===== config.mk =====
export PLATFORM = sky130hd
export DESIGN_NAME = modrm_operand_fetch_flat
export DESIGN_NICKNAME = d
export VERILOG_FILES = /design/src/rtl/modrm_operand_fetch_if.sv /design/src/rtl/modrm_operand_fetch.sv /design/src/flat_wrapper.sv
export SDC_FILE = /design/constraint.sdc
export NUM_CORES = 1
export LEC_CHECK = 0
export CORE_MARGIN = 2
export CORE_UTILIZATION = 50
export CTS_CLUSTER_DIAMETER = 120
export DETAILED_ROUTE_END_ITERATION = 10
export DONT_BUFFER_PORTS = 1
export HOLD_SLACK_MARGIN = 0.15
export PLACE_DENSITY = 0.69
export SETUP_SLACK_MARGIN = 0.2
export SLEW_MARGIN = 25
export SYNTH_ARGS = -nofsm -noshare
export SYNTH_HDL_FRONTEND = slang
export SYNTH_SLANG_ARGS = --single-unit

===== constraint.sdc =====
create_clock -name clock -period 8.4 [get_ports clock]
set_input_delay 1.68 -clock clock [delete_from_list [all_inputs] [get_ports clock]]
set_output_delay 1.68 -clock clock [all_outputs]
set_load 0.02 [all_outputs]

===== src/rtl/modrm_operand_fetch_if.sv =====
// Bus and request/response handshake between the ModR/M operand-fetch engine and the core/memory.
// The engine side (master) drives the address/write strobe and the busy/done status.
interface modrm_operand_fetch_if #(
    parameter int ADDR_W = 20
) ();
    logic              start;
    logic              busy;
    logic              done;
    logic              mem_ready;
    logic [7:0]        bus;
    logic [ADDR_W-1:0] address;
    logic [7:0]        data;
    logic              wreq;

    modport master (
        input  start, mem_ready, bus,
        output busy, done, address, data, wreq
    );

    modport slave (
        output start, mem_ready, bus,
        input  busy, done, address, data, wreq
    );
endinterface


===== src/rtl/modrm_operand_fetch.sv =====
// ModR/M decode and operand-fetch engine: reads ModR/M + displacement, forms EA/segment, fetches the r/m operand.
// Optional result write-back to the same EA is built when MEM_WRITEBACK_EN is defined.
module modrm_operand_fetch #(
    parameter int OP_W   = 16,
    parameter int ADDR_W = 20
) (
    input  logic                clock,
    input  logic                reset,
    modrm_operand_fetch_if.master fif,
    input  logic                isize,
    input  logic                idir,
    input  logic [8*OP_W-1:0]   regs,
    input  logic [15:0]         seg_cs,
    input  logic [15:0]         seg_ds,
    input  logic [15:0]         seg_ss,
    input  logic [15:0]         seg_es,
    input  logic                seg_ovr_vld,
    input  logic [15:0]         seg_ovr,
    input  logic [15:0]         ip_in,
    output logic [7:0]          modrm,
    output logic [OP_W-1:0]     op1,
    output logic [OP_W-1:0]     op2,
    output logic [15:0]         ea,
    output logic [15:0]         seg_ea,
    output logic [15:0]         ip_out
`ifdef MEM_WRITEBACK_EN
    ,
    input  logic                wb_start,
    input  logic [OP_W-1:0]     wb_data,
    output logic                wb_done
`endif
);

    localparam int NB = OP_W / 8;
    localparam int KW = $clog2(NB) + 1;
    localparam int PW = (ADDR_W > 20) ? ADDR_W : 20;

    typedef enum logic [2:0] {
        S_IDLE, S_MODRM, S_DISP_LO, S_DISP_HI, S_DISP8, S_MEM_RD, S_DONE, S_WB
    } state_t;

    state_t state, state_nx;

    logic                isize_q, idir_q, seg_ovr_vld_q;
    logic [8*OP_W-1:0]   regs_q;
    logic [15:0]         seg_cs_q, seg_ds_q, seg_ss_q, seg_es_q, seg_ovr_q;
    logic [7:0]          disp_lo;
    logic [KW-1:0]       k;
    logic [KW-1:0]       k_last;
    logic                done_q;
    logic [ADDR_W-1:0]   addr_c;

    logic [1:0]          b_mod;
    logic [2:0]          b_reg, b_rm;
    logic                b_direct, b_use_ss;
    logic [OP_W-1:0]     b_regop, b_rmreg;

    function automatic logic [ADDR_W-1:0] phys(input logic [15:0] seg, input logic [15:0] off);
        logic [PW-1:0] sum;
        sum = PW'({seg, 4'h0}) + PW'(off);
        return sum[ADDR_W-1:0];
    endfunction

    function automatic logic [15:0] reg16(input logic [8*OP_W-1:0] r, input int idx);
        return r[idx*OP_W +: 16];
    endfunction

    // Byte registers: 0-3 are the low bytes of AX..BX, 4-7 the high bytes of the same four.
    function automatic logic [OP_W-1:0] reg_operand(input logic [8*OP_W-1:0] r,
                                                    input logic [2:0] n, input logic sz);
        int idx;
        idx = int'(n);
        if (sz)
            return r[idx*OP_W +: OP_W];
        else if (idx < 4)
            return OP_W'(r[idx*OP_W +: 8]);
        else
            return OP_W'(r[(idx-4)*OP_W + 8 +: 8]);
    endfunction

    function automatic logic [15:0] ea_base(input logic [8*OP_W-1:0] r, input logic [2:0] rm);
        case (rm)
            3'd0:    return reg16(r, 3) + reg16(r, 6);
            3'd1:    return reg16(r, 3) + reg16(r, 7);
            3'd2:    return reg16(r, 5) + reg16(r, 6);
            3'd3:    return reg16(r, 5) + reg16(r, 7);
            3'd4:    return reg16(r, 6);
            3'd5:    return reg16(r, 7);
            3'd6:    return reg16(r, 5);
            default: return reg16(r, 3);
        endcase
    endfunction

    function automatic logic [OP_W-1:0] set_byte(input logic [OP_W-1:0] v, input int idx,
                                                 input logic [7:0] b);
        logic [OP_W-1:0] t;
        t = v;
        t[idx*8 +: 8] = b;
        return t;
    endfunction

    function automatic logic [7:0] get_byte(input logic [OP_W-1:0] v, input int idx);
        return v[idx*8 +: 8];
    endfunction

    assign b_mod    = fif.bus[7:6];
    assign b_reg    = fif.bus[5:3];
    assign b_rm     = fif.bus[2:0];
    assign b_direct = (b_mod == 2'b00) && (b_rm == 3'b110);
    assign b_use_ss = (b_rm == 3'b010) || (b_rm == 3'b011) ||
                      ((b_rm == 3'b110) && (b_mod != 2'b00));
    assign b_regop  = reg_operand(regs_q, b_reg, isize_q);
    assign b_rmreg  = reg_operand(regs_q, b_rm, isize_q);
    assign k_last   = isize_q ? KW'(NB - 1) : '0;

    assign fif.busy    = (state != S_IDLE);
    assign fif.done    = done_q;
    assign fif.address = addr_c;

`ifdef MEM_WRITEBACK_EN
    logic [OP_W-1:0] wb_q;
    logic            wb_ok;

    assign fif.wreq  = (state == S_WB);
    assign fif.data  = (state == S_WB) ? get_byte(wb_q, int'(k)) : 8'h00;
    assign wb_done   = (state == S_WB) && fif.mem_ready && (k == k_last);
`else
    assign fif.wreq  = 1'b0;
    assign fif.data  = 8'h00;
`endif

    always_comb begin
        state_nx = state;
        addr_c   = '0;
        case (state)
            S_IDLE: begin
                if (fif.start)
                    state_nx = S_MODRM;
`ifdef MEM_WRITEBACK_EN
                else if (wb_start && wb_ok)
                    state_nx = S_WB;
`endif
            end
            S_MODRM: begin
                addr_c = phys(seg_cs_q, ip_out);
                if (fif.mem_ready) begin
                    case (b_mod)
                        2'b00:   state_nx = b_direct ? S_DISP_LO : S_MEM_RD;
                        2'b01:   state_nx = S_DISP8;
                        2'b10:   state_nx = S_DISP_LO;
                        default: state_nx = S_DONE;
                    endcase
                end
            end
            S_DISP_LO: begin
                addr_c = phys(seg_cs_q, ip_out);
                if (fif.mem_ready) state_nx = S_DISP_HI;
            end
            S_DISP_HI, S_DISP8: begin
                addr_c = phys(seg_cs_q, ip_out);
                if (fif.mem_ready) state_nx = S_MEM_RD;
            end
            S_MEM_RD: begin
                addr_c = phys(seg_ea, ea + 16'(k));
                if (fif.mem_ready && (k == k_last)) state_nx = S_DONE;
            end
            S_DONE: begin
                if (fif.mem_ready) state_nx = S_IDLE;
            end
            S_WB: begin
                addr_c = phys(seg_ea, ea + 16'(k));
                if (fif.mem_ready && (k == k_last)) state_nx = S_IDLE;
            end
            default: state_nx = S_IDLE;
        endcase
    end

    // Request snapshot: only consumed after the start cycle, so it needs no reset.
    always_ff @(posedge clock) begin
        if ((state == S_IDLE) && fif.start) begin
            isize_q       <= isize;
            idir_q        <= idir;
            regs_q        <= regs;
            seg_cs_q      <= seg_cs;
            seg_ds_q      <= seg_ds;
            seg_ss_q      <= seg_ss;
            seg_es_q      <= seg_es;
            seg_ovr_vld_q <= seg_ovr_vld;
            seg_ovr_q     <= seg_ovr;
        end
        if ((state == S_DISP_LO) && fif.mem_ready)
            disp_lo <= fif.bus;
    end

    always_ff @(posedge clock) begin
        if (reset) begin
            state  <= S_IDLE;
            k      <= '0;
            done_q <= 1'b0;
            modrm  <= '0;
            op1    <= '0;
            op2    <= '0;
            ea     <= '0;
            seg_ea <= '0;
            ip_out <= '0;
`ifdef MEM_WRITEBACK_EN
            wb_ok  <= 1'b0;
            wb_q   <= '0;
`endif
        end else begin
            state  <= state_nx;
            done_q <= 1'b0;
            case (state)
                S_IDLE: begin
                    k <= '0;
                    if (fif.start) begin
                        ip_out <= ip_in;
`ifdef MEM_WRITEBACK_EN
                        wb_ok  <= 1'b0;
                    end else if (wb_start && wb_ok) begin
                        wb_q   <= wb_data;
`endif
                    end
                end
                S_MODRM: if (fif.mem_ready) begin
                    modrm  <= fif.bus;
                    ip_out <= ip_out + 16'd1;
                    ea     <= b_direct ? 16'h0000 : ea_base(regs_q, b_rm);
                    seg_ea <= seg_ovr_vld_q ? seg_ovr_q : (b_use_ss ? seg_ss_q : seg_ds_q);
                    // The r/m side starts at zero so memory bytes can be merged in one at a time.
                    op1    <= idir_q ? b_regop : ((b_mod == 2'b11) ? b_rmreg : '0);
                    op2    <= idir_q ? ((b_mod == 2'b11) ? b_rmreg : '0) : b_regop;
                    done_q <= (b_mod == 2'b11);
                end
                S_DISP_LO: if (fif.mem_ready) begin
                    ip_out <= ip_out + 16'd1;
                end
                S_DISP_HI: if (fif.mem_ready) begin
                    ip_out <= ip_out + 16'd1;
                    ea     <= ea + {fif.bus, disp_lo};
                end
                S_DISP8: if (fif.mem_ready) begin
                    ip_out <= ip_out + 16'd1;
                    ea     <= ea + {{8{fif.bus[7]}}, fif.bus};
                end
                S_MEM_RD: if (fif.mem_ready) begin
                    if (idir_q)
                        op2 <= set_byte(op2, int'(k), fif.bus);
                    else
                        op1 <= set_byte(op1, int'(k), fif.bus);
                    k      <= k + 1'b1;
                    done_q <= (k == k_last);
                end
                S_DONE: begin
`ifdef MEM_WRITEBACK_EN
                    if (fif.mem_ready)
                        wb_ok <= (modrm[7:6] != 2'b11);
`endif
                end
                S_WB: if (fif.mem_ready) begin
                    k <= k + 1'b1;
                end
                default: ;
            endcase
        end
    end

endmodule


===== src/flat_wrapper.sv =====
// flat-port wrapper written by rule: the top's interface ports become plain ports
module modrm_operand_fetch_flat 
#(
    parameter int OP_W   = 16,
    parameter int ADDR_W = 20
)
  (clock, reset, isize, idir, regs, seg_cs, seg_ds, seg_ss, seg_es, seg_ovr_vld, seg_ovr, ip_in, modrm, op1, op2, ea, seg_ea, ip_out, fif_start, fif_mem_ready, fif_bus, fif_busy, fif_done, fif_address, fif_data, fif_wreq);
  modrm_operand_fetch_if #(.ADDR_W(ADDR_W)) fif_i ();
  input  logic clock;
  input  logic reset;
  input  logic isize;
  input  logic idir;
  input  logic [8*OP_W-1:0] regs;
  input  logic [15:0] seg_cs;
  input  logic [15:0] seg_ds;
  input  logic [15:0] seg_ss;
  input  logic [15:0] seg_es;
  input  logic seg_ovr_vld;
  input  logic [15:0] seg_ovr;
  input  logic [15:0] ip_in;
  output logic [7:0] modrm;
  output logic [OP_W-1:0] op1;
  output logic [OP_W-1:0] op2;
  output logic [15:0] ea;
  output logic [15:0] seg_ea;
  output logic [15:0] ip_out;
  input wire logic [$bits(fif_i.start)-1:0] fif_start;
  input wire logic [$bits(fif_i.mem_ready)-1:0] fif_mem_ready;
  input wire logic [$bits(fif_i.bus)-1:0] fif_bus;
  output wire logic [$bits(fif_i.busy)-1:0] fif_busy;
  output wire logic [$bits(fif_i.done)-1:0] fif_done;
  output wire logic [$bits(fif_i.address)-1:0] fif_address;
  output wire logic [$bits(fif_i.data)-1:0] fif_data;
  output wire logic [$bits(fif_i.wreq)-1:0] fif_wreq;
  assign fif_i.start = fif_start;
  assign fif_i.mem_ready = fif_mem_ready;
  assign fif_i.bus = fif_bus;
  assign fif_busy = fif_i.busy;
  assign fif_done = fif_i.done;
  assign fif_address = fif_i.address;
  assign fif_data = fif_i.data;
  assign fif_wreq = fif_i.wreq;
  modrm_operand_fetch #(.OP_W(OP_W), .ADDR_W(ADDR_W)) u_core (.clock(clock), .reset(reset), .fif(fif_i), .isize(isize), .idir(idir), .regs(regs), .seg_cs(seg_cs), .seg_ds(seg_ds), .seg_ss(seg_ss), .seg_es(seg_es), .seg_ovr_vld(seg_ovr_vld), .seg_ovr(seg_ovr), .ip_in(ip_in), .modrm(modrm), .op1(op1), .op2(op2), .ea(ea), .seg_ea(seg_ea), .ip_out(ip_out));
endmodule

==> run_results.csv, run 1 <==
group,metric,value,unit
place,placement.io_buffers,0,
clocking,post_cts_resized,0,
drt,wl_per_cell,24.6,um
logic_synthesis,mean_syn_cell_area,10.4,um2
power_and_ir_drop,static-leakage-power,7.03,nW
drt,post_drt_via_cell_ratio,6.38,
power_and_ir_drop,power_density_normalized_to_cell_area,214,mW/mm2
logic_synthesis,synth-async-reset-ratio,0,%
grt,grt_pass1_vias,13200,
clocking,clk_sink_count,297,
setup_path,cp_max_fo,6,
clocking,cts_max_level,2,
setup_path,crit_arrival,4.63,ns
setup_path,worst-setup-path-type,"reg -> out",
grt,grt_pass1_wl,80500,um
setup_path,cp.required,6.72,ns
worst_hold_path,min-delay-start,"u_core.modrm[4]",
sta,maxSlewViolCount,0,
logic_synthesis,synth_top_flop_cell,"sky130_fd_sc_hd__edfxtp_1",
finish,finish.net_count,2009,
floorplanning,initial_core_util,51.0,%
finish,flow.area_growth_from_synthesis,7.33,%
power_and_ir_drop,power.total,4.18,mW
sta,timing.final.crit_share,75.1,%
finish,final_layout_size_suffix_gt1_share,11.7,%
drt,remaining_drc_errors,0,
sta,timing.final.ws_setup,2.09,ns
worst_hold_path,worst_hold_path_type,"reg -> reg",
grt,maximum_number_of_pins_on_one_net_before_global_route_repair,98,
worst_hold_path,whs_path_depth,2,
setup_path,crit_slowest_cell,"sky130_fd_sc_hd__dfxtp_1",
clocking,cts_buffers,34,
logic_synthesis,yosys_warnings,0,
floorplanning,core_region_area,0.0357,mm2
grt,antenna_found_initial,4,
logic_synthesis,mapped_cell_area,0.0182,mm2
place,dp_worst_setup_slack,2.62,ns
clocking,clkLatencyLatePin,0.54,ns
logic_synthesis,synth_seq_cells,297,
logic_synthesis,synth_sequential_area_ratio,43.9,%
setup_path,critical_path.max_stage_delay,0.68,ns
setup_path,timing.critical_path.from_type,"flop",
clocking,cts_tree,"built",
sta,fin_worst_skew,0.0213,ns
floorplanning,fp.dieH,195,um
sta,max_freq,159,MHz
setup_path,r2r-end,"u_core.ea[14]",
status,outcome,"finished clean",
finish,seqCellArea,0.00798,mm2
drt,dr.first_iter.drc_count,1190,
setup_path,worst_setup_path_end_kind,"primary output",
setup_path,critical_path.reg2reg.startpoint,"u_core.state[2]",
sta,final_period_minus_worst_setup_slack,6.31,ns
drt,final_antenna_net_count,0,
finish,num-fill-cells,3144,
worst_hold_path,min_delay_worst_endpoint,"u_core.modrm[4]",
sta,rsz0062_at_grt,"false",
floorplanning,floorplan.die_area,0.0379,mm2
setup_path,ff2ff_path_depth,13,
clocking,holdBufCountCts,0,
sta,setup_violations,0,
logic_synthesis,synth_enable_flop_cells,203,
power_and_ir_drop,ir_drop,0.217,mV
floorplanning,floorplan.die.width,195,um
place,post-place-cells,2110,
place,place_hpwl,39100,um
sta,tightest_slew,0.935,ns
place,gp_congestion,0.973,
sta,hold_violations,0,
clocking,cts_root_buffer,"sky130_fd_sc_hd__clkbuf_16",
logic_synthesis,yosysUniqueCellTypes,68,
drt,detail_route.wirelength,53500,um
sta,max_slew_margin,37.5,%
grt,grt_util_all_layers,27.9,%
grt,global_route.overflow_total,0,
clocking,cts.repair_timing.setup_buffer_count,0,
floorplanning,placementRows,69,
setup_path,setup_slack_on_the_worst_flop_to_flop_path,4.46,ns
clocking,clock_path_buffers,3,
drt,firstDrtPassIters,5,
setup_path,cp_cell_sequence,"ha_1 -> a21o_1 -> nand2_1 -> nor2_1 -> and3_1 -> and2_1 -> nand2_1 -> xnor2_1 -> ha_1 -> or3_1 -> o21ai_0 -> nor3_1 -> a211o_1 -> o31ai_4 -> mux2i_1 -> or3_1",
finish,fin_cells,2174,
floorplanning,ioPinCount,358,
finish,post_route_utilization,54.7,%
sta,setup-tns-final,0,ns
run,maxCapViolCount,0,
clocking,clock_transition_at_the_register_clock_pins_on_the_worst_setup_and_hold_paths_after_cts,0.06,ns
logic_synthesis,synthCells,1745,
finish,multi_input_area,0.00963,mm2
drt,dr_total_vias,13900,
worst max-delay path: cells and delay by family, from the launching register on:
kind / cells / cell delay (ns)
AOI/OAI and AO/OA: 4 / 0.84
and+or+nand+nor: 8 / 1.76
adders and majority gates: 2 / 0.51
xor gates and xnor gates: 1 / 0.18
muxes: 1 / 0.11
DFF: 1 / 0.68
final cells by class:
type | count | area share [%]
multi-input combinational | 1307 | 49.4
sequential | 297 | 40.9
clock buffer | 49 | 4.86
tap | 461 | 2.96
clock inverter | 13 | 0.706
inverter | 31 | 0.597
timing repair buffer | 14 | 0.558
antenna | 2 | 0.0257
per-stage QoR:
| stage | hold slack [ns] | cell area [um2] |
|---|---|---|
| global route | 0.595 | 19500 |
| detailed placement | 0.560 | 18400 |
| global placement | 0.554 | 18400 |
| finish | 0.568 | 19500 |
| floorplan | 0.534 | 18200 |
| CTS | 0.569 | 19500 |
flip-flops by register name (all words and copies together) (netlist names), 3 cells and up:
name / count
u_core.op2: 16
u_core.seg_cs_q: 16
u_core.ea: 16
u_core.seg_ovr_q: 16
u_core.seg_ds_q: 16
u_core.op1: 16
u_core.seg_ea: 16
u_core.seg_ss_q: 16
u_core.ip_out: 16
u_core.regs_q: 128
u_core.disp_lo: 8
u_core.modrm: 8
u_core.state: 3
cell usage after synthesis (all sizes together), types with 36 or more instances:
| cell | instances | area [um2] |
|---|---|---|
| nand2 | 186 | 698 |
| clkbuf | 82 | 308 |
| ha | 79 | 988 |
| mux4 | 65 | 1460 |
| a21oi | 122 | 611 |
| dfxtp | 94 | 1880 |
| mux2i | 53 | 531 |
| nor2 | 151 | 567 |
| buf | 36 | 193 |
| mux2 | 56 | 631 |
| edfxtp | 203 | 6100 |
| o21ai | 120 | 601 |
| xnor2 | 38 | 333 |
placed cells by master (no fill, tap or decap), types with 13 or more instances in the layout:
| master | instances |
|---|---|
| sky130_fd_sc_hd__edfxtp_1 | 203 |
| sky130_fd_sc_hd__nand2_1 | 186 |
| sky130_fd_sc_hd__nor2_1 | 150 |
| sky130_fd_sc_hd__a21oi_1 | 119 |
| sky130_fd_sc_hd__dfxtp_1 | 94 |
| sky130_fd_sc_hd__ha_1 | 79 |
| sky130_fd_sc_hd__mux4_2 | 65 |
| sky130_fd_sc_hd__o21ai_0 | 62 |
| sky130_fd_sc_hd__o21ai_1 | 58 |
| sky130_fd_sc_hd__mux2_2 | 56 |
| sky130_fd_sc_hd__mux2i_1 | 53 |
| sky130_fd_sc_hd__xnor2_1 | 38 |
| sky130_fd_sc_hd__clkbuf_16 | 34 |
| sky130_fd_sc_hd__nor3_1 | 33 |
| sky130_fd_sc_hd__nand3_1 | 32 |
| sky130_fd_sc_hd__o22ai_1 | 31 |
| sky130_fd_sc_hd__inv_1 | 30 |
| sky130_fd_sc_hd__a211oi_1 | 30 |
| sky130_fd_sc_hd__a21o_1 | 28 |
| sky130_fd_sc_hd__xor2_1 | 27 |
| sky130_fd_sc_hd__a311oi_1 | 26 |
| sky130_fd_sc_hd__o211ai_1 | 20 |
| sky130_fd_sc_hd__and2_1 | 16 |
| sky130_fd_sc_hd__nand2b_1 | 15 |
| sky130_fd_sc_hd__and3_1 | 13 |
| sky130_fd_sc_hd__buf_4 | 13 |
metal layers:
layer	wire [um]	track usage, %
met2	23700	41.5
met5	41	0
met3	5610	9.25
met1	22600	38.3
met4	1550	9.29
report_power, final:
part	internal, mW	switching [mW]
Combinational	0.349	0.506
Sequential	1.70	0.166
Clock	0.853	0.604
worst max path at each step:
| stage | start | endpoint | slack [ns] | cells past startpoint |
|---|---|---|---|---|
| finish | u_core.ea[1] | fif_address[17] | 2.09 | 16 |
| global route | u_core.ea[1] | fif_address[19] | 1.75 | 16 |
| CTS | u_core.ea[1] | fif_address[17] | 2.02 | 16 |
| detailed placement | u_core.ea[1] | fif_address[17] | 2.62 | 16 |
| global placement | u_core.ea[1] | fif_address[17] | 2.63 | 16 |
| floorplan | fif_start | u_core.ip_out[15] | 0.85 | 5 |
cell families (layout without fill, tap and decap cells):
kind of cell | count (synthesis) | in the layout | synth area share (%)
flops | 297 | 297 | 43.9
buf+inv | 149 | 107 | 3.39
compound gates | 462 | 462 | 16.2
xor+xnor | 65 | 65 | 3.13
mux | 174 | 174 | 14.4
other cells | 1 | 11 | 0.0206
fa+ha+maj | 85 | 85 | 6.10
simple gates | 512 | 512 | 12.8
(Power assumes the default switching activity.)
==> run 2: changes to the inputs <==
- clock period: 8.4 -> 6.4 ns (I/O delays scaled with it)
==> run 2 against run 1 <==
Compared with the run above:
- clock skew decreased by 0.0024 ns
- total power rose by 31%
- via count grew 0.53%
- core utilization grew 0.060 points
- setup slack got worse by 1.6 ns
- clock-buffer cell count is 5 lower
- combinational power grew 31%
- sequential power increased by 31%
- final cell count up 0.23%
- non-clock buffer count grew 3
- first-iteration DRC count decreased by 3.4%
==> run_results.csv, run 2 (same netlist as run 1, synthesis figures left out) <==
group,metric,value,unit
clocking,clock_path_buffers,3,
power_and_ir_drop,power.total,5.46,mW
grt,grt_util_all_layers,28.5,%
setup_path,worst-setup-path-type,"reg -> out",
power_and_ir_drop,power_switching_share,31.6,%
drt,met2RoutedLength,24300,um
place,gp_congestion,0.916,
floorplanning,ioPinCount,358,
sta,tightest_slew,0.964,ns
setup_path,cp.required,5.12,ns
sta,setup-tns-final,0,ns
clocking,cts_tree,"built",
clocking,holdBufCountCts,0,
drt,detail_route.wirelength,54200,um
power_and_ir_drop,ir_drop,0.367,mV
floorplanning,floorplan.die_area,0.0379,mm2
clocking,clk_sink_count,297,
power_and_ir_drop,p_int,3.74,mW
setup_path,critical_path.reg2reg.startpoint,"u_core.state[2]",
finish,most_frequent_cells_in_the_layout,"sky130_fd_sc_hd__edfxtp_1 (203), sky130_fd_sc_hd__nand2_1 (186), sky130_fd_sc_hd__nor2_1 (150)",
finish,final_layout_size_suffix_gt1_share,12.1,%
clocking,cts_buffers,35,
drt,remaining_drc_errors,0,
grt,maximum_number_of_pins_on_one_net_before_global_route_repair,124,
finish,flip_flop_count_of_the_largest_register_after_layout,128,
drt,dr.first_iter.drc_count,1149,
power_and_ir_drop,static-leakage-power,7.03,nW
finish,flow.area_growth_from_synthesis,7.45,%
drt,final_antenna_net_count,0,
sta,timing.final.crit_share,92.1,%
floorplanning,floorplan.die.width,195,um
finish,num-fill-cells,3084,
worst_hold_path,worst_hold_path_type,"reg -> reg",
sta,fin_worst_skew,0.0189,ns
clocking,cts_max_level,2,
setup_path,timing.critical_path.from_type,"flop",
finish,seqCellArea,0.00798,mm2
sta,hold_violations,0,
sta,setup_violations,0,
floorplanning,initial_core_util,51.0,%
setup_path,cp_max_fo,4,
run,maxCapViolCount,0,
clocking,cts_root_buffer,"sky130_fd_sc_hd__clkbuf_16",
drt,post_drt_via_cell_ratio,6.40,
sta,maxSlewViolCount,0,
setup_path,crit_arrival,4.62,ns
sta,rsz0062_at_grt,"false",
power_and_ir_drop,p_clk_share,34.4,%
drt,dr.max_layer_used,"met5",
power_and_ir_drop,power.sequential.fraction,44.9,%
sta,worst_hold_slack,0.574,ns
setup_path,crit_path_buffers_inverters,0,
drt,firstDrtPassIters,6,
drt,met1Wirelength,22600,um
clocking,clkLatencyLatePin,0.56,ns
setup_path,critical_path.max_stage_delay,0.49,ns
sta,max_freq,170,MHz
setup_path,crit_slowest_cell,"sky130_fd_sc_hd__or3_1",
finish,multi_input_area,0.00963,mm2
sta,max_slew_margin,35.6,%
finish,mostFrequentLayoutCell,"sky130_fd_sc_hd__edfxtp_1",
power_and_ir_drop,switchingPower,1.72,mW
drt,detailroute.wirelength.met3,5800,um
floorplanning,fp.dieH,195,um
drt,wl_per_cell,24.9,um
sta,final_period_minus_worst_setup_slack,5.90,ns
grt,global_route.overflow_total,0,
setup_path,cp_cell_sequence,"ha_1 -> fa_1 -> and3_1 -> and3_1 -> xor2_1 -> ha_1 -> a21o_1 -> a2111oi_4 -> nor3_1 -> a211o_1 -> o31ai_4 -> mux2i_1 -> or3_1",
grt,antenna_found_initial,5,
setup_path,setup_slack_on_the_worst_flop_to_flop_path,2.59,ns
finish,finish.net_count,2013,
setup_path,worst_setup_path_end_kind,"primary output",
power_and_ir_drop,power_frac_comb,20.6,%
power_and_ir_drop,power_density_normalized_to_cell_area,280,mW/mm2
setup_path,crit_startpoint,"u_core.ea[0]",
setup_path,worst_path_dominant_cell_family,"compound AO/OA/AOI/OAI gates",
floorplanning,placementRows,69,
worst_hold_path,min-delay-start,"u_core.modrm[4]",
status,outcome,"finished clean",
clocking,clock_transition_at_the_register_clock_pins_on_the_worst_setup_and_hold_paths_after_cts,0.06,ns
floorplanning,core_region_area,0.0357,mm2
finish,register_with_the_most_flip_flops,"u_core.regs_q",
place,place_hpwl,39600,um
place,placement.io_buffers,0,
drt,dr_total_vias,13900,
grt,grt_pass1_wl,81800,um
grt,grt_pass1_vias,13500,
## run 2: power groups by stage
stage / Sequential [mW] / Clock [mW] / Combinational [mW]
after global routing: 2.47 / 2.00 / 1.23
after global placement: 2.48 / 0 / 1.09
after detailed placement: 2.49 / 0 / 1.10
final: 2.45 / 1.88 / 1.12
after floorplan: 2.42 / 0 / 0.900
after CTS: 2.45 / 1.92 / 1.11
## run 2: worst paths after layout
check,to,cells past startpoint
hold / removal,u_core.modrm[4],2
hold reg to reg,u_core.modrm[4],2
setup / recovery,fif_address[17],13
setup reg to reg,u_core.ea[14],13
## run 2: layout make-up
class	instances	area share, %
multi-input combinational	1307	49.3
sequential	297	40.9
clock buffer	44	4.71
tap	461	2.95
clock inverter	19	0.801
timing repair buffer	17	0.718
inverter	31	0.596
antenna	3	0.0385
## run 2: worst min-delay path, delay by kind of cell, from the launching register on
family | cells | cell delay, ns
flip-flops | 1 | 0.38
AO/OA/AOI/OAI | 1 | 0.06
AND/OR/NAND/NOR | 1 | 0.09
## run 2: routing by layer
layer  GRT usage, %  vias up
li1               -     6484
met1           39.1     6690
met2           43.4      681
met3           8.90       87
met4           8.60        6
met5              0        -
## run 2: repair_timing
action                     4_1_cts  5_1_grt
gates resized for setup          0        1
buffers inserted                 0        0
setup endpoints to repair        0        2
## run 2: stage by stage
step	instances	setup slack (ns)	instance area, um2	utilization [%]
5_1_grt	2177	0.211	19500	54.7
3_5_place_dp	2113	1.06	18400	51.7
3_3_place_gp	2113	1.08	18400	51.7
6_report	2179	0.504	19500	54.8
2_1_floorplan	1753	1.46	18200	-
4_1_cts	2176	0.445	19500	54.7
==> run 3: changes to the inputs <==
- CORE_UTILIZATION: 50 -> 30
- PLACE_DENSITY: 0.69 -> 0.48
==> run 3 against run 2 <==
Compared with the run above:
- critical path type unchanged
- clock skew increased by 0.015 ns
- combinational power about the same
- final area increased by 2.9%
==> run_results.csv, run 3 (same netlist as run 1, synthesis figures left out) <==
group,metric,value,unit
status,outcome,"finished clean",
drt,post_drt_via_cell_ratio,5.52,
setup_path,cp_max_fo,4,
clocking,post_cts_resized,0,
sta,max_freq,171,MHz
finish,num-fill-cells,6099,
floorplanning,ioPinCount,358,
worst_hold_path,worst_hold_path_type,"reg -> reg",
sta,setup_violations,0,
finish,flip_flop_count_of_the_largest_register_after_layout,128,
setup_path,cp_cell_sequence,"ha_1 -> a21o_1 -> nand2_1 -> nor2_1 -> and3_1 -> and2_1 -> nand2_1 -> xnor2_1 -> ha_1 -> or3_1 -> o21ai_0 -> nor3_1 -> a211o_1 -> o31ai_4 -> mux2i_1 -> or3_1",
clocking,clkLatencyLatePin,0.57,ns
sta,final_period_minus_worst_setup_slack,5.85,ns
drt,remaining_drc_errors,0,
finish,mostFrequentLayoutCell,"sky130_fd_sc_hd__edfxtp_1",
place,gp_congestion,0.880,
sta,timing.final.crit_share,91.3,%
sta,setup-tns-final,0,ns
place,place_hpwl,46600,um
setup_path,crit_path_buffers_inverters,0,
clocking,clock_transition_at_the_register_clock_pins_on_the_worst_setup_and_hold_paths_after_cts,0.06,ns
drt,firstDrtPassIters,7,
floorplanning,floorplan.die.width,250,um
drt,dr.max_layer_used,"met5",
clocking,cts_max_level,2,
clocking,cts.repair_timing.setup_buffer_count,0,
floorplanning,floorplan.die_area,0.0626,mm2
sta,hold_violations,0,
drt,detailroute.wirelength.met3,4510,um
grt,global_route.overflow_total,0,
drt,met1Wirelength,27000,um
worst_hold_path,min-delay-start,"u_core.modrm[7]",
setup_path,critical_path.reg2reg.startpoint,"u_core.state[2]",
setup_path,crit_slowest_cell,"sky130_fd_sc_hd__dfxtp_2",
sta,rsz0062_at_grt,"false",
setup_path,worst_setup_path_end_kind,"primary output",
setup_path,crit_arrival,4.57,ns
finish,most_frequent_cells_in_the_layout,"sky130_fd_sc_hd__edfxtp_1 (203), sky130_fd_sc_hd__nand2_1 (186), sky130_fd_sc_hd__nor2_1 (151)",
finish,fin_cells,2512,
clocking,holdBufCountCts,0,
run,maxCapViolCount,0,
sta,fin_worst_skew,0.0335,ns
place,post-place-cells,2439,
drt,wl_per_cell,24.9,um
setup_path,timing.critical_path.from_type,"flop",
power_and_ir_drop,power_density_normalized_to_cell_area,284,mW/mm2
place,placement.io_buffers,0,
clocking,clk_sink_count,297,
power_and_ir_drop,ir_drop,0.211,mV
finish,register_with_the_most_flip_flops,"u_core.regs_q",
finish,final_layout_size_suffix_gt1_share,11.9,%
floorplanning,initial_core_util,30.2,%
clocking,clock_path_buffers,3,
sta,maxSlewViolCount,0,
floorplanning,fp.dieH,250,um
clocking,cts_root_buffer,"sky130_fd_sc_hd__clkbuf_16",
sta,timing.final.ws_setup,0.554,ns
drt,final_antenna_net_count,0,
finish,finish.net_count,2021,
setup_path,crit_startpoint,"u_core.ea[0]",
floorplanning,core_region_area,0.0601,mm2
drt,met2RoutedLength,28900,um
grt,maximum_number_of_pins_on_one_net_before_global_route_repair,131,
grt,grt_pass1_wl,90500,um
setup_path,critical_path.max_stage_delay,0.50,ns
power_and_ir_drop,power.total,5.71,mW
finish,flow.area_growth_from_synthesis,10.5,%
grt,grt_pass1_vias,13200,
setup_path,worst-setup-path-type,"reg -> out",
floorplanning,placementRows,90,
setup_path,cp.required,5.12,ns
place,dp_worst_setup_slack,0.959,ns
setup_path,worst_path_dominant_cell_family,"simple AND/OR/NAND/NOR gates",
sta,max_slew_margin,25.4,%
clocking,cts_tree,"built",
drt,dr.first_iter.drc_count,1133,
clocking,cts_buffers,38,
grt,antenna_found_initial,8,
finish,post_route_utilization,33.4,%
sta,tightest_slew,1.12,ns
drt,dr_total_vias,13900,
drt,detail_route.wirelength,62500,um
grt,grt_util_all_layers,19.4,%
power_and_ir_drop,static-leakage-power,7.13,nW
-- run 3: cell types whose count changed in the layout (fill, tap and decap cells not counted), moves of 3 or more --
cell                         before  now
sky130_fd_sc_hd__bufinv_16        0    3
sky130_fd_sc_hd__buf_4           16   21
sky130_fd_sc_hd__clkbuf_16       35   39
sky130_fd_sc_hd__clkinvlp_4       5    1
sky130_fd_sc_hd__clkbuf_1         8   14
-- run 3: cell type report --
| type | count | area (um2) | share of cell area (%) |
|---|---|---|---|
| multi-input cells | 1307 | 9620 | 47.9 |
| flip-flops and latches | 297 | 7980 | 39.7 |
| clock buffers | 55 | 1060 | 5.26 |
| well taps | 782 | 978 | 4.87 |
| repair buffers | 22 | 178 | 0.885 |
| clock inverters | 13 | 148 | 0.735 |
| inverters | 31 | 116 | 0.579 |
| diodes | 5 | 12.5 | 0.0623 |
-- run 3: worst reg2reg max path, cell delays in order (launching register included) --
cell and delay [ns]:
sky130_fd_sc_hd__dfxtp_1 0.78, sky130_fd_sc_hd__nand2_1 0.58, sky130_fd_sc_hd__nand2_1 0.20, sky130_fd_sc_hd__nand2_1 0.07, sky130_fd_sc_hd__ha_1 0.22, sky130_fd_sc_hd__fa_1 0.42
sky130_fd_sc_hd__a21oi_1 0.23, sky130_fd_sc_hd__o2111ai_1 0.26, sky130_fd_sc_hd__a22oi_1 0.31, sky130_fd_sc_hd__a21oi_1 0.16, sky130_fd_sc_hd__nand3_1 0.11, sky130_fd_sc_hd__nand2_1 0.07
sky130_fd_sc_hd__xnor2_1 0.17, sky130_fd_sc_hd__o221ai_1 0.15
-- run 3: layer usage --
metal | vias to the layer above | global-route usage (%)
li1 | 6500 | -
met3 | 94 | 5.12
met4 | 6 | 6.52
met5 | - | 0
met2 | 491 | 30.8
met1 | 6778 | 25.8
-- run 3: stage by stage --
stage	hold slack, ns	instance area (um2)
floorplan	0.534	18200
global placement	0.545	18900
finish	0.557	20100
CTS	0.556	20100
detailed placement	0.548	18900
global route	0.578	20100
-- run 3: power by group --
| part | switching (mW) | total, mW | internal [mW] |
|---|---|---|---|
| logic | 0.684 | 1.15 | 0.463 |
| registers | 0.231 | 2.47 | 2.24 |
| clock network | 0.832 | 2.10 | 1.27 |
-- run 3: worst paths after layout --
path / endpoint / slack (ns) / depth (start not counted)
hold reg to reg: u_core.modrm[7] / 0.56 / 2
setup reg to reg: u_core.ea[14] / 2.59 / 13
setup / recovery: fif_address[17] / 0.55 / 16
hold / removal: u_core.modrm[7] / 0.56 / 2
